[src/rtl/frame_fill_scheduler.sv]
// frame_fill_scheduler: clears the pixel buffer, then rasterises
// triangles through an external fill unit into BRAM port A.
module frame_fill_scheduler #(
  parameter int FRAME_WIDTH  = 512,
  parameter int FRAME_HEIGHT = 384,
  parameter int COORD_BITS   = 16,
  parameter int ADDR_BITS    = 18,
  parameter int COLOR_WIDTH  = 16,
  parameter int TRI_WIDTH    = 96,
  parameter int FILL_LATENCY = 3,
  parameter logic [COLOR_WIDTH-1:0] CLEAR_COLOR = '0
) (
  input  logic                   clk,
  input  logic                   rst_n,
  input  logic                   start,
  input  logic                   abort,
  input  logic                   tri_valid,
  output logic                   tri_ready,
  input  logic [TRI_WIDTH-1:0]   tri_data,
  input  logic [COLOR_WIDTH-1:0] tri_color,
  input  logic                   tri_last,
  output logic [TRI_WIDTH-1:0]   fill_tri,
  output logic                   fill_valid,
  output logic [COORD_BITS-1:0]  fill_hcount,
  output logic [COORD_BITS-1:0]  fill_vcount,
  input  logic                   fill_is_within,
  output logic                   pix_we,
  output logic [ADDR_BITS-1:0]   pix_addr,
  output logic [COLOR_WIDTH-1:0] pix_data,
  output logic                   busy,
  output logic                   frame_done
);

  localparam int NPIX = FRAME_WIDTH * FRAME_HEIGHT;
  localparam int DW   = $clog2(FILL_LATENCY + 2);
  localparam int LT   = FILL_LATENCY - 1;

  localparam logic [COORD_BITS-1:0] H_LAST =
    COORD_BITS'(FRAME_WIDTH - 1);
  localparam logic [COORD_BITS-1:0] V_LAST =
    COORD_BITS'(FRAME_HEIGHT - 1);
  localparam logic [ADDR_BITS-1:0] A_LAST =
    ADDR_BITS'(NPIX - 1);
  localparam logic [DW-1:0] D_LAST =
    DW'(FILL_LATENCY);

  typedef enum logic [2:0] {
    S_IDLE,
    S_CLEAR,
    S_WAIT_TRI,
    S_SWEEP,
    S_DRAIN,
    S_DONE
  } state_t;

  state_t state_q, state_d;

  logic [COORD_BITS-1:0]  h_q, h_d, h_nx;
  logic [COORD_BITS-1:0]  v_q, v_d, v_nx;
  logic [ADDR_BITS-1:0]   addr_q, addr_d, addr_nx;
  logic [DW-1:0]          drain_q, drain_d;
  logic [TRI_WIDTH-1:0]   fill_tri_q, fill_tri_d;
  logic [COLOR_WIDTH-1:0] color_q, color_d;
  logic                   last_q, last_d;

  logic                   fill_valid_q, fill_valid_d;
  logic [COORD_BITS-1:0]  fill_h_q, fill_h_d;
  logic [COORD_BITS-1:0]  fill_v_q, fill_v_d;
  logic [ADDR_BITS-1:0]   faddr_q, faddr_d;

  logic [FILL_LATENCY-1:0] pv_q, pv_d;
  logic [ADDR_BITS-1:0]    pa_q [FILL_LATENCY];
  logic [ADDR_BITS-1:0]    pa_d [FILL_LATENCY];

  logic                   pix_we_q, pix_we_d;
  logic [ADDR_BITS-1:0]   pix_addr_q, pix_addr_d;
  logic [COLOR_WIDTH-1:0] pix_data_q, pix_data_d;
  logic                   done_q, done_d;

  logic clr_we;
  logic sweep_end;

  assign tri_ready   = (state_q == S_WAIT_TRI);
  assign busy        = (state_q != S_IDLE);
  assign fill_tri    = fill_tri_q;
  assign fill_valid  = fill_valid_q;
  assign fill_hcount = fill_h_q;
  assign fill_vcount = fill_v_q;
  assign pix_we      = pix_we_q;
  assign pix_addr    = pix_addr_q;
  assign pix_data    = pix_data_q;
  assign frame_done  = done_q;

  // raster step: h wraps at row end, address runs alongside
  always_comb begin
    h_nx    = h_q + 1'b1;
    v_nx    = v_q;
    addr_nx = addr_q + 1'b1;
    if (h_q == H_LAST) begin
      h_nx = '0;
      v_nx = v_q + 1'b1;
    end
  end

  assign sweep_end = (h_q == H_LAST) && (v_q == V_LAST);

  // next-state, counters, triangle latch and sweep outputs
  always_comb begin
    state_d      = state_q;
    h_d          = h_q;
    v_d          = v_q;
    addr_d       = addr_q;
    drain_d      = drain_q;
    fill_tri_d   = fill_tri_q;
    color_d      = color_q;
    last_d       = last_q;
    fill_valid_d = 1'b0;
    fill_h_d     = fill_h_q;
    fill_v_d     = fill_v_q;
    faddr_d      = faddr_q;
    clr_we       = 1'b0;
    done_d       = 1'b0;
    unique case (state_q)
      S_IDLE: begin
        if (start) begin
          state_d = S_CLEAR;
          h_d     = '0;
          v_d     = '0;
          addr_d  = '0;
        end
      end
      S_CLEAR: begin
        clr_we = 1'b1;
        h_d    = h_nx;
        v_d    = v_nx;
        addr_d = addr_nx;
        if (addr_q == A_LAST) begin
          state_d = S_WAIT_TRI;
        end
      end
      S_WAIT_TRI: begin
        if (tri_valid) begin
          state_d    = S_SWEEP;
          fill_tri_d = tri_data;
          color_d    = tri_color;
          last_d     = tri_last;
          h_d        = '0;
          v_d        = '0;
          addr_d     = '0;
        end
      end
      S_SWEEP: begin
        fill_valid_d = 1'b1;
        fill_h_d     = h_q;
        fill_v_d     = v_q;
        faddr_d      = addr_q;
        h_d          = h_nx;
        v_d          = v_nx;
        addr_d       = addr_nx;
        if (sweep_end) begin
          state_d = S_DRAIN;
          drain_d = '0;
        end
      end
      S_DRAIN: begin
        if (drain_q == D_LAST) begin
          if (last_q) begin
            state_d = S_DONE;
            done_d  = 1'b1;
          end else begin
            state_d = S_WAIT_TRI;
          end
        end else begin
          drain_d = drain_q + 1'b1;
        end
      end
      S_DONE: begin
        state_d = S_IDLE;
      end
      default: begin
        state_d = S_IDLE;
      end
    endcase
    if (abort) begin
      state_d      = S_IDLE;
      fill_tri_d   = fill_tri_q;
      color_d      = color_q;
      last_d       = last_q;
      fill_valid_d = 1'b0;
      clr_we       = 1'b0;
      done_d       = 1'b0;
    end
  end

  // result pipe aligned to fill unit latency, then write port
  always_comb begin
    for (int i = 0; i < FILL_LATENCY; i++) begin
      if (i == 0) begin
        pv_d[i] = fill_valid_q;
        pa_d[i] = faddr_q;
      end else begin
        pv_d[i] = pv_q[i-1];
        pa_d[i] = pa_q[i-1];
      end
    end
    pix_we_d   = 1'b0;
    pix_addr_d = pix_addr_q;
    pix_data_d = pix_data_q;
    if (clr_we) begin
      pix_we_d   = 1'b1;
      pix_addr_d = addr_q;
      pix_data_d = CLEAR_COLOR;
    end else if (pv_q[LT] && fill_is_within) begin
      pix_we_d   = 1'b1;
      pix_addr_d = pa_q[LT];
      pix_data_d = color_q;
    end
    if (abort) begin
      pv_d     = '0;
      pix_we_d = 1'b0;
    end
  end

  // state and datapath registers
  always_ff @(posedge clk or negedge rst_n) begin
    if (!rst_n) begin
      state_q      <= S_IDLE;
      h_q          <= '0;
      v_q          <= '0;
      addr_q       <= '0;
      drain_q      <= '0;
      fill_tri_q   <= '0;
      color_q      <= '0;
      last_q       <= 1'b0;
      fill_valid_q <= 1'b0;
      fill_h_q     <= '0;
      fill_v_q     <= '0;
      faddr_q      <= '0;
      pv_q         <= '0;
      for (int i = 0; i < FILL_LATENCY; i++) begin
        pa_q[i] <= '0;
      end
      pix_we_q     <= 1'b0;
      pix_addr_q   <= '0;
      pix_data_q   <= '0;
      done_q       <= 1'b0;
    end else begin
      state_q      <= state_d;
      h_q          <= h_d;
      v_q          <= v_d;
      addr_q       <= addr_d;
      drain_q      <= drain_d;
      fill_tri_q   <= fill_tri_d;
      color_q      <= color_d;
      last_q       <= last_d;
      fill_valid_q <= fill_valid_d;
      fill_h_q     <= fill_h_d;
      fill_v_q     <= fill_v_d;
      faddr_q      <= faddr_d;
      pv_q         <= pv_d;
      for (int i = 0; i < FILL_LATENCY; i++) begin
        pa_q[i] <= pa_d[i];
      end
      pix_we_q     <= pix_we_d;
      pix_addr_q   <= pix_addr_d;
      pix_data_q   <= pix_data_d;
      done_q       <= done_d;
    end
  end

endmodule

[config.mk]
export PLATFORM = sky130hd
export DESIGN_NAME = frame_fill_scheduler
export DESIGN_NICKNAME = d
export VERILOG_FILES = /design/src/rtl/frame_fill_scheduler.sv
export SDC_FILE = /design/constraint.sdc
export NUM_CORES = 1
export LEC_CHECK = 0
export ABC_AREA = 1
export CAP_MARGIN = 10
export CORE_MARGIN = 3
export CORE_UTILIZATION = 38
export CTS_CLUSTER_SIZE = 14
export DETAILED_ROUTE_END_ITERATION = 8
export GPL_TIMING_DRIVEN = 0
export RECOVER_POWER = 25
export SYNTH_ARGS = -nofsm -noshare
export SYNTH_HDL_FRONTEND = slang
export SYNTH_SLANG_ARGS = --single-unit
[constraint.sdc]
create_clock -name clk -period 1.8 [get_ports clk]
set_input_delay 0.36 -clock clk [delete_from_list [all_inputs] [get_ports clk]]
set_output_delay 0.36 -clock clk [all_outputs]
set_load 0.05 [all_outputs]
==> impl_metrics.tcl, run 1 <==
set metrics [dict create \
    max_freq_mhz 538 \
    violations "setup timing" \
    fin_crit_sh_pct 103 \
    synthesis.instances 1110 \
    cp-end-kind "primary output" \
    htree_levels 2 \
    synth_edf_count 0 \
    synth_flop_cell "dfrtp_1" \
    crit_chain "nor3_4 > buf_6" \
    yosysWarnings 0 \
    status "complete, but fails checks" \
    yosysUniqueCellTypes 36 \
    tightest_slew_ps 650 \
    drive_gt1_share_pct 16.0 \
    clockBufferDepth 3 \
    layout.nets 1574 \
    dpl_cell_area_um2 15800 \
    slew_viol_final 0 \
    ys_ff_latch 313 \
    p_leak_nw 8.07 \
    yosysTopAreaCell "dfrtp_1" \
    ant_nets 0 \
    wirelength_um 32400 \
    grt_antenna_before_repair 0 \
    hold_slack_ps 343 \
    area_growth_syn_to_layout_pct 39.1 \
    grt-ovfl-total 0 \
    layout_min_cycle_time_ps 1860 \
    p_total_mw 28.4 \
    fillCellCount 2826 \
    final_util_pct 53.9 \
    path_max_fanout 5 \
    synth.top_cell.area_share_pct 63.5 \
    start_util_pct 38.8 \
    grtUsageMet3_pct 4.40 \
    io_buffer_count 285 \
    yosysMostFrequentCell "dfrtp_1" \
    cts_sinks 313 \
    synth_commonest_cells "dfrtp_1 (313), nand2_1 (166), inv_1 (110)" \
    die_w_um 186 \
    dp_hpwl_um 23500 \
    drt_first_pass_iters 4 \
    numCtsBuffers 36 \
    gp_congestion 0.877 \
    wl_per_cell_um 17.0 \
    setup_viol 47 \
    vias_per_cell 4.83 \
    worst_slack_ps -57.5 \
    final_area_um2 17100 \
    top_usage_layer "met2" \
    critPathMaxStageDelay_ps 470 \
    fin_skew_ps 22.0 \
    power_density_nw_per_um2 1660 \
    syn_avg_cell_area_um2 11.1 \
    drcViolationCount 0 \
    slowest_stage "dfrtp_2" \
    seqCellArea_um2 7840 \
    grt_util_all_layers_pct 18.2 \
    crit_buf_inv 1 \
    synth_async_sr_flop_share_pct 100 \
    grt_pass1_vias 9152 \
    max_cap_violations 0 \
    synthTopCellsByArea "dfrtp_1 (64%), mux2_1 (5.3%), nand2_1 (5.1%), mux2_2 (4.9%), o21ai_0 (3.4%)" \
    maxSlewHeadroom_pct 56.7 \
    hp-class "register to register" \
    pin_count 286 \
    critical_path_required_ps 1440 \
    critPathKind "register to primary output" \
    clk_latency_ps 510 \
    crit_family "flip-flops" \
    vias 9211 \
    dieArea_um2 34600 \
    die_h_um 186 \
    grt_use_met1_pct 24.3 \
    multi_input_area_um2 4040 \
    ys_seq_area_share_pct 63.5 \
    cts-root-buf "clkbuf_16" \
    num_rows 65 \
    syn_area_um2 12300 \
    clk_pin_slew_worst_paths_ps 60 \
    grt_max_degree 123 \
    start_kind "register" \
    hold_viol 0 \
    antenna_cells 0 \
    core_um2 31800 \
    rsz0062_at_grt "true" \
    arrival_ps 1500 \
    drt_iter0_markers 453 \
    grt_pass1_wl_um 50000 \
    synth_nets 1234 \
    ir_drop_mv 0.953 \
    cts_tree "built" \
    grt_use_met2_pct 29.7 \
]
## area by class of cell
type	count	share of cell area, %
Sequential cell	313	45.7
Clock inverter	10	0.686
Tap cell	435	3.17
Buffer	46	1.79
Multi-Input combinational cell	637	23.5
Inverter	114	2.51
Timing Repair Buffer	302	16.6
Clock buffer	51	5.99
## timing repair
action | 4_1_cts | 5_1_grt
hold buffers | 1 | 0
hold endpoints to repair | 83 | 0
endpoints found under the setup margin | 251 | 254
setup buffers | 1 | 12
pin swaps | 1 | 8
cloned | 1 | 0
resized for setup | 230 | 137
## flip-flops by register name (all words and copies together), names as in the netlist
signal and cells:
fill_tri 96, pa_d 36, addr_q 18, faddr_q 18
pa_q 18, pix_addr 18, color_q 16, fill_hcount 16
fill_vcount 16, h_q 16, pix_data 16, v_q 16
drain_q 3, pv_q 3, state_q 3, fill_valid 1
frame_done 1, last_q 1, pix_we 1
## power breakdown
part / switching (mW) / internal [mW]
registers: 0.944 / 9.11
logic: 7.92 / 3.41
clock network: 2.77 / 4.26
total: 11.6 / 16.8
## worst register-to-register path: stages, from the launching register on
cell and delay (ps):
dfrtp_2 470, nor3_4 310, buf_6 150, nand3_4 120, buf_12 180, buf_6 150
mux2_1 330
## final timing paths
path                       startpoint  cells past startpoint            to  slack (ps)
setup / recovery           state_q[2]                      2     tri_ready         -60
hold / removal               pa_d[28]                      0      pa_d[10]         340
setup reg to reg           state_q[2]                      6  fill_tri[66]         -30
hold reg to reg              pa_d[28]                      0      pa_d[10]         340
max in group asynchronous       rst_n                      3    state_q[2]         270
min in group asynchronous       rst_n                      2  fill_tri[86]         440
## metrics by stage
step                std cells  TNS [ps]  setup WS [ps]
global placement         1830  -4285550         -13580
detailed placement       1832    -42310           -389
floorplan                1110     -5950           -102
global route             1908     -7650           -134
CTS                      1896     -1900           -175
finish                   1908      -363          -57.5
## layer usage
layer	part of all wire [%]	wire [um]	vias to the layer above
met3	6.8	2220	55
met5	0	0	-
met4	2.6	844	0
met2	48	15400	251
li1	-	-	4401
met1	43	14000	4504
## cell usage in the layout, fill, tap and decap left out, types with 4 or more instances in the layout
| cell type | n |
|---|---|
| dfrtp_1 | 310 |
| nand2_1 | 160 |
| clkdlybuf4s50_1 | 116 |
| inv_1 | 104 |
| dlygate4sd2_1 | 87 |
| o21ai_0 | 77 |
| nand3_1 | 71 |
| nor2_1 | 61 |
| mux2_2 | 54 |
| clkdlybuf4s15_1 | 51 |
| mux2_1 | 50 |
| clkbuf_16 | 36 |
| clkbuf_2 | 28 |
| clkbuf_1 | 21 |
| o211ai_1 | 19 |
| a31oi_1 | 18 |
| nor3_1 | 17 |
| a21oi_1 | 16 |
| buf_4 | 15 |
| xor2_1 | 14 |
| buf_6 | 13 |
| nand4_1 | 13 |
| buf_2 | 9 |
| o22ai_1 | 9 |
| o21ai_1 | 9 |
| clkdlybuf4s15_2 | 9 |
| inv_2 | 8 |
| mux2_4 | 8 |
| clkbuf_8 | 7 |
| clkinv_2 | 5 |
| nor2_2 | 4 |
| nor2_4 | 4 |
| nand2_2 | 4 |
| nand3_4 | 4 |
## cells by family (layout without fill, tap and decap cells)
kind of cell             after synthesis  count (layout)  share of synthesized area, %
AND/OR/NAND/NOR                      353             353                          12.5
flip-flops                           313             313                          63.5
buffers and inverters                160             523                          5.30
AO/OA/AOI/OAI                        151             151                          6.83
multiplexers                         112             112                          10.2
XOR/XNOR                              16              16                          1.14
adder cells (fa/ha/maj)                5               5                         0.508
Power figures use the tool's default switching activity.
==> run 2: changes to the inputs <==
- RECOVER_POWER: 25 -> 50
==> results of run 2 <==
No change in the layout: final DEF, timing and power equal those of run 1.
